## config.mk

```make
export PLATFORM = sky130hd
export DESIGN_NAME = mips_mem_responder
export DESIGN_NICKNAME = d
export VERILOG_FILES = /design/src/rtl/mips_mem_pkg.sv /design/src/rtl/sync_fifo.sv /design/src/rtl/mips_mem_responder.sv
export SDC_FILE = /design/constraint.sdc
export NUM_CORES = 2
export LEC_CHECK = 0
export CAP_MARGIN = 40
export CELL_PAD_IN_SITES_DETAIL_PLACEMENT = 2
export CELL_PAD_IN_SITES_GLOBAL_PLACEMENT = 2
export CORE_MARGIN = 2
export CORE_UTILIZATION = 40
export CTS_CLUSTER_DIAMETER = 50
export DETAILED_ROUTE_END_ITERATION = 12
export HOLD_SLACK_MARGIN = 0.1
export PLACE_DENSITY = 0.73
export SLEW_MARGIN = 15
export SYNTH_ARGS = -nofsm -noshare
export SYNTH_HDL_FRONTEND = slang
export SYNTH_SLANG_ARGS = --single-unit
```

## constraint.sdc

```tcl
create_clock -name clk -period 7.2 [get_ports clk]
set_input_delay 1.44 -clock clk [delete_from_list [all_inputs] [get_ports clk]]
set_output_delay 1.44 -clock clk [all_outputs]
set_load 0.005 [all_outputs]
```

## src/rtl/mips_mem_pkg.sv

```systemverilog
// Shared constants and types for the MIPS memory responder: I/O window map,
// STATUS bit positions and the address-decode select type.
package mips_mem_pkg;

  localparam logic [31:0] IO_BASE_DEF = 32'hFFFF_FF00;

  localparam logic [7:0] OFS_TX     = 8'h00;
  localparam logic [7:0] OFS_STATUS = 8'h04;
  localparam logic [7:0] OFS_CYCLES = 8'h08;
  localparam logic [7:0] OFS_COUNT  = 8'h0C;

  localparam int STAT_VALID = 0;
  localparam int STAT_EMPTY = 1;
  localparam int STAT_FULL  = 2;
  localparam int STAT_OVF   = 3;

  typedef enum logic [2:0] {
    SEL_RAM,
    SEL_TX,
    SEL_STATUS,
    SEL_CYCLES,
    SEL_COUNT,
    SEL_NONE
  } io_sel_e;

  // Maps a word offset inside the I/O window to its register select.
  function automatic io_sel_e io_sel_from_word(input logic [29:0] ofs_word);
    io_sel_e sel;
    sel = SEL_NONE;
    if (ofs_word == 30'(OFS_TX >> 2))          sel = SEL_TX;
    else if (ofs_word == 30'(OFS_STATUS >> 2)) sel = SEL_STATUS;
    else if (ofs_word == 30'(OFS_CYCLES >> 2)) sel = SEL_CYCLES;
    else if (ofs_word == 30'(OFS_COUNT >> 2))  sel = SEL_COUNT;
    return sel;
  endfunction

endpackage

```

## src/rtl/sync_fifo.sv

```systemverilog
// Single-clock FIFO with occupancy count. Push while full is accepted only
// when a pop frees the slot in the same cycle; pop while empty is ignored.
module sync_fifo #(
  parameter int WIDTH = 8,
  parameter int DEPTH = 8
) (
  input  logic                       clk,
  input  logic                       reset,
  input  logic                       push,
  input  logic [WIDTH-1:0]           din,
  input  logic                       pop,
  output logic [WIDTH-1:0]           dout,
  output logic                       full,
  output logic                       empty,
  output logic [$clog2(DEPTH):0]     count
);

  localparam int AW = $clog2(DEPTH);
  localparam logic [AW:0] DEPTH_CNT = (AW+1)'(DEPTH);

  logic [WIDTH-1:0] mem [DEPTH];
  logic [AW-1:0]    wr_ptr;
  logic [AW-1:0]    rd_ptr;
  logic             push_ok;
  logic             pop_ok;

  assign empty   = (count == '0);
  assign full    = (count == DEPTH_CNT);
  assign dout    = mem[rd_ptr];
  assign pop_ok  = pop && !empty;
  assign push_ok = push && (!full || pop_ok);

  always_ff @(posedge clk) begin
    if (reset && push_ok) mem[wr_ptr] <= din;
  end

  // Power-of-two depth lets the pointers wrap naturally.
  always_ff @(posedge clk or negedge reset) begin
    if (!reset) begin
      wr_ptr <= '0;
      rd_ptr <= '0;
      count  <= '0;
    end else begin
      if (push_ok) wr_ptr <= wr_ptr + 1'b1;
      if (pop_ok)  rd_ptr <= rd_ptr + 1'b1;
      case ({push_ok, pop_ok})
        2'b10:   count <= count + 1'b1;
        2'b01:   count <= count - 1'b1;
        default: count <= count;
      endcase
    end
  end

endmodule

```

## src/rtl/mips_mem_responder.sv

```systemverilog
// Memory target for the multicycle MIPS core: unified RAM plus an I/O window
// with console TX FIFO, sticky status and a free-running cycle counter.
module mips_mem_responder
  import mips_mem_pkg::*;
#(
  parameter int          MEM_WORDS  = 64,
  parameter int          FIFO_DEPTH = 8,
  parameter logic [31:0] IO_BASE    = IO_BASE_DEF
) (
  input  logic        clk,
  input  logic        reset,
  input  logic [31:0] adr,
  input  logic [31:0] writedata,
  input  logic        memwrite,
  output logic [31:0] readdata,
  output logic [7:0]  tx_data,
  output logic        tx_valid,
  input  logic        tx_ready
);

  localparam int          AW        = $clog2(MEM_WORDS);
  localparam int          CW        = $clog2(FIFO_DEPTH) + 1;
  localparam logic [29:0] MEM_LIMIT = 30'(MEM_WORDS);

  logic [31:0]   mem [MEM_WORDS];
  logic [29:0]   word;
  logic [29:0]   io_word;
  io_sel_e       sel;
  logic          ram_hit;
  logic [AW-1:0] ram_idx;
  logic          unused_bits;

  logic          tx_push;
  logic          tx_pop;
  logic          fifo_full;
  logic          fifo_empty;
  logic [CW-1:0] fifo_count;
  logic          overflow;
  logic [31:0]   cycles;
  logic [31:0]   status;

  // Decode on the full word address so no aliasing into the I/O window.
  assign word        = adr[31:2];
  assign io_word     = word - IO_BASE[31:2];
  assign unused_bits = ^adr[1:0];

  always_comb begin
    sel = SEL_RAM;
    if (word >= IO_BASE[31:2]) sel = io_sel_from_word(io_word);
  end

  assign ram_hit = (sel == SEL_RAM) && (word < MEM_LIMIT);
  assign ram_idx = word[AW-1:0];

  always_ff @(posedge clk) begin
    if (reset && memwrite && ram_hit) mem[ram_idx] <= writedata;
  end

  assign tx_push  = memwrite && (sel == SEL_TX);
  assign tx_pop   = tx_valid && tx_ready;
  assign tx_valid = !fifo_empty;

  sync_fifo #(
    .WIDTH (8),
    .DEPTH (FIFO_DEPTH)
  ) u_tx_fifo (
    .clk   (clk),
    .reset (reset),
    .push  (tx_push),
    .din   (writedata[7:0]),
    .pop   (tx_pop),
    .dout  (tx_data),
    .full  (fifo_full),
    .empty (fifo_empty),
    .count (fifo_count)
  );

  always_ff @(posedge clk or negedge reset) begin
    if (!reset) begin
      overflow <= 1'b0;
    end else if (tx_push && fifo_full && !tx_pop) begin
      overflow <= 1'b1;
    end else if (memwrite && (sel == SEL_STATUS) && writedata[STAT_OVF]) begin
      overflow <= 1'b0;
    end
  end

  always_ff @(posedge clk or negedge reset) begin
    if (!reset) begin
      cycles <= '0;
    end else if (memwrite && (sel == SEL_CYCLES)) begin
      cycles <= writedata;
    end else begin
      cycles <= cycles + 32'd1;
    end
  end

  always_comb begin
    status             = '0;
    status[STAT_VALID] = tx_valid;
    status[STAT_EMPTY] = fifo_empty;
    status[STAT_FULL]  = fifo_full;
    status[STAT_OVF]   = overflow;
  end

  always_comb begin
    readdata = '0;
    case (sel)
      SEL_RAM:    if (ram_hit) readdata = mem[ram_idx];
      SEL_STATUS: readdata = status;
      SEL_CYCLES: readdata = cycles;
      SEL_COUNT:  readdata = 32'(fifo_count);
      default:    readdata = '0;
    endcase
  end

endmodule
```

==> impl_metrics.csv <==
group,metric,value,unit
power,leakagePower,29.55,nW
run_status,failed_checks,"negative setup slack",
layout,area_growth,18.50,%
grt,grt_pass1_wl,501.1,mm
routing,wl_per_cell,48.60,um
critical_path,reg2reg_to,"cycles[28]",
critical_path,path_buf_inv,4,
layout,n_fill_cell,17935,
critical_path,ff2ff_path_depth,7,
yosys,yosysTopAreaCellShare,80.19,%
placed_design,place_area,85990,um^2
clocking,clk_pin_slew,70,ps
clocking,clockBufferDepth,3,
flow_run,drv_cap,0,
critical_path,slowest_delay,870,ps
yosys,yosysTopAreaCell,"edfxtp_1",
placed_design,io_buffer_count,106,
critical_path,criticalPathCategory,"in2out",
run_status,status,"complete, but fails checks",
sta,slew_viol_final,0,
yosys,syn_inst,4422,
routing,drtPass1Iterations,5,
sta,fin_tns_setup,-136.0,ps
sta,max_freq,0.1373,GHz
floorplan,dieArea,201300,um^2
yosys,synth-main-ff-cell,"edfxtp_1",
sta,hold_slack,516.1,ps
clocking,cts_setup_buffers,0,
critical_path,cp_cell_sequence,"buf_2 > or3b_4 > buf_12 > buf_12 > o22ai_1 > nor4_1 > o22ai_1 > a2111oi_0 > a21o_1 > clkdlybuf4s50_1",
min_path,min_path_type,"in2async",
floorplan,die_x,448.7,um
clocking,htreeDepth,4,
clocking,root_buffer,"clkbuf_16",
critical_path,rrSetupSlack,3970,ps
floorplan,die_y,448.7,um
layout,postLayoutCellArea,93720,um^2
placed_design,dp_hpwl,205.7,mm
routing,drtIter0Drc,9216,
yosys,synth.cell_area,79090,um^2
layout,drive_gt1_share,18.33,%
critical_path,cp.required,5760,ps
routing,num_vias,54325,
layout,finalNetCount,4910,
layout,utilization,47.57,%
yosys,synth-edff-count,2112,
routing,final_antenna_net_count,0,
critical_path,start_kind,"input port",
critical_path,path_delay_family,"compound AO/OA/AOI/OAI gates",
sta,layout_min_cycle_time,7284,ps
routing,vias_per_cell,7.086,
placed_design,dp_slack,185.7,ps
clocking,clock_latency,900,ps
sta,hold_viol,0,
clocking,cts_tree,"built",
sta,clock_skew,43.32,ps
grt,antenna_found_initial,18,
yosys,avgSynthCellArea,17.89,um^2
yosys,synth_nets,4496,
floorplan,start_util,40.15,%
floorplan,core-area,197000,um^2
floorplan,rows,163,
sta,rsz0062_at_grt,"no",
clocking,cts_resized,0,
critical_path,critPathArrivalTime,5840,ps
sta,slew_headroom,27.86,%
routing,drt_wl_total,372.6,mm
sta,timing.final.crit_share,101.2,%
sta,finalSetupViolations,3,
yosys,ys_seq_elements,2155,
yosys,ys_types,76,
yosys,ys_async_sr_fraction,1.995,%
clocking,cts_buffers,217,
floorplan,io_pins,109,
yosys,synth-seq-area-share,81.55,%
power,peakVddDrop,414.3,uV
placed_design,place_congestion,0.8469,
power,power_density,296.2,nW/um^2
critical_path,crit_fanout,18,
critical_path,rr_startpoint,"cycles[2]",
critical_path,end_kind,"primary output",
sta,worst_slew_pin_slew,1082,ps
yosys,synth_area_leaders,"edfxtp_1 (80%), o22ai_1 (7.2%), dfrtp_1 (1.4%)",
grt,grt_max_degree,75,
grt,grt_pass1_vias,56597,
grt,grt_remaining_overflow,0,
grt,grtUsageTotal,36.30,%
clocking,hold_buffers,0,
sta,worst_slack,-84.38,ps
yosys,yosys_warnings,0,
critical_path,cp_slowest_cell,"a2111oi_0",
clocking,cts.sinks,2155,
routing,drc_errors,0,
metrics by stage:
step                      power, mW  cells
after floorplan               14.76   4422
after global placement        15.55   7214
after detailed placement      15.69   7234
after CTS                     27.64   7635
after global routing          28.08   7660
final                         27.76   7667
cells by family (layout without fill, tap and decap cells):
family          Yosys count  in the layout  share of synthesized area, %
flops                  2155           2155                         81.55
compound gates         1290           1290                         10.84
simple gates            537            537                         3.609
buf+inv                 300            896                         1.685
mux                      97             97                         1.810
xor+xnor                 37             37                        0.4097
fa+ha+maj                 6              6                        0.1044
other cells               0              9                             0
Yosys cell counts, types with 6 or more instances:
cell type  count
o2bb2ai_1      8
mux2i_1       14
dfrtp_1       43
o41ai_1       33
mux4_2        22
a22o_1        11
nand2b_1      18
a2111oi_0      9
nand2_1       57
xor2_1        10
inv_1          9
a31oi_1        6
a311oi_1      10
nand4_1       13
o21ai_0       74
or2_2          7
a22oi_1        7
or4_1         27
nor2_1       165
and4_1         8
o31ai_1       17
mux2_4        29
buf_2        147
buf_1         55
nor4_1       138
xnor2_1       27
mux2_2        30
a221oi_1       7
nand3_1       24
a21o_1        10
edfxtp_1    2112
o22ai_1      910
a211oi_1      10
clkbuf_1      85
o22a_1        50
and3_1        12
a21oi_1       31
nor2b_1       11
nor3_1        31
o221ai_1      65
metal layers:
layer  share of wire (%)  track usage [%]  up-vias
li1                    -                -    19534
met1                  34            43.58    28304
met2                  46            56.74     4985
met3                  11            9.096     1488
met4                 8.8            27.14       14
met5               0.027                0        -
worst max-delay path by stage:
stage | from | to | slack (ps) | depth (start not counted)
2_1_floorplan | adr[20] | mem[13][0] | 2220 | 6
3_3_place_gp | adr[3] | readdata[6] | 360 | 11
3_5_place_dp | adr[3] | readdata[24] | 190 | 10
4_1_cts | adr[3] | readdata[30] | 10 | 10
5_1_grt | adr[3] | readdata[10] | 10 | 11
6_report | adr[3] | readdata[27] | -80 | 10
worst register-to-register path: cells and delay by family (launching register included):
family        cells  cell delay (ps)
xor+xnor          1              190
flops             1              560
simple gates      5             2050
mux               1              290
sequential cells by signal, summed over array words and instances (netlist names):
signal            count
u_tx_fifo.mem        64
mem                2048
u_tx_fifo.wr_ptr      3
overflow              1
u_tx_fifo.rd_ptr      3
cycles               32
u_tx_fifo.count       4
power breakdown:
| part | leakage [nW] | total (mW) | switching, mW | internal (mW) |
|---|---|---|---|---|
| Combinational | 6.47 | 1.74 | 1.17 | 0.573 |
| Sequential | 19.5 | 13.8 | 0.0602 | 13.8 |
| Clock | 3.53 | 12.2 | 5.44 | 6.74 |
| Total | 29.6 | 27.8 | 6.67 | 21.1 |
layout by cell type (no fill, tap or decap), types with 13 or more instances in the layout:
cell type	n
o41ai_1	33
buf_4	293
o221ai_1	65
nor2_1	99
xnor2_1	27
nand2_1	56
mux2_4	29
a21oi_1	31
dfrtp_1	43
clkbuf_16	224
mux4_2	22
nor3_1	31
o22ai_1	910
buf_16	13
o21ai_0	74
buf_12	58
mux2i_1	14
clkinvlp_4	13
o31ai_1	17
clkinv_1	39
or4_1	27
clkinv_2	36
edfxtp_1	2112
nand2b_1	18
mux2_2	30
clkdlybuf4s50_1	67
clkbuf_1	37
nand3_1	23
nor2_4	64
nor4_1	136
buf_2	39
nand4_1	13
o22a_1	50
bufinv_16	27
final cells by class:
class | instances | area, um^2 | share of cell area (%)
Sequential cell | 2155 | 64500 | 68.82
Multi-Input combinational cell | 1967 | 13820 | 14.75
Clock buffer | 269 | 5854 | 6.247
Timing Repair Buffer | 485 | 4772 | 5.092
Tap cell | 2640 | 3303 | 3.525
Clock inverter | 132 | 1414 | 1.509
Inverter | 10 | 37.54 | 0.04005
Antenna cell | 9 | 22.52 | 0.02403
Power figures use the tool's default switching activity.
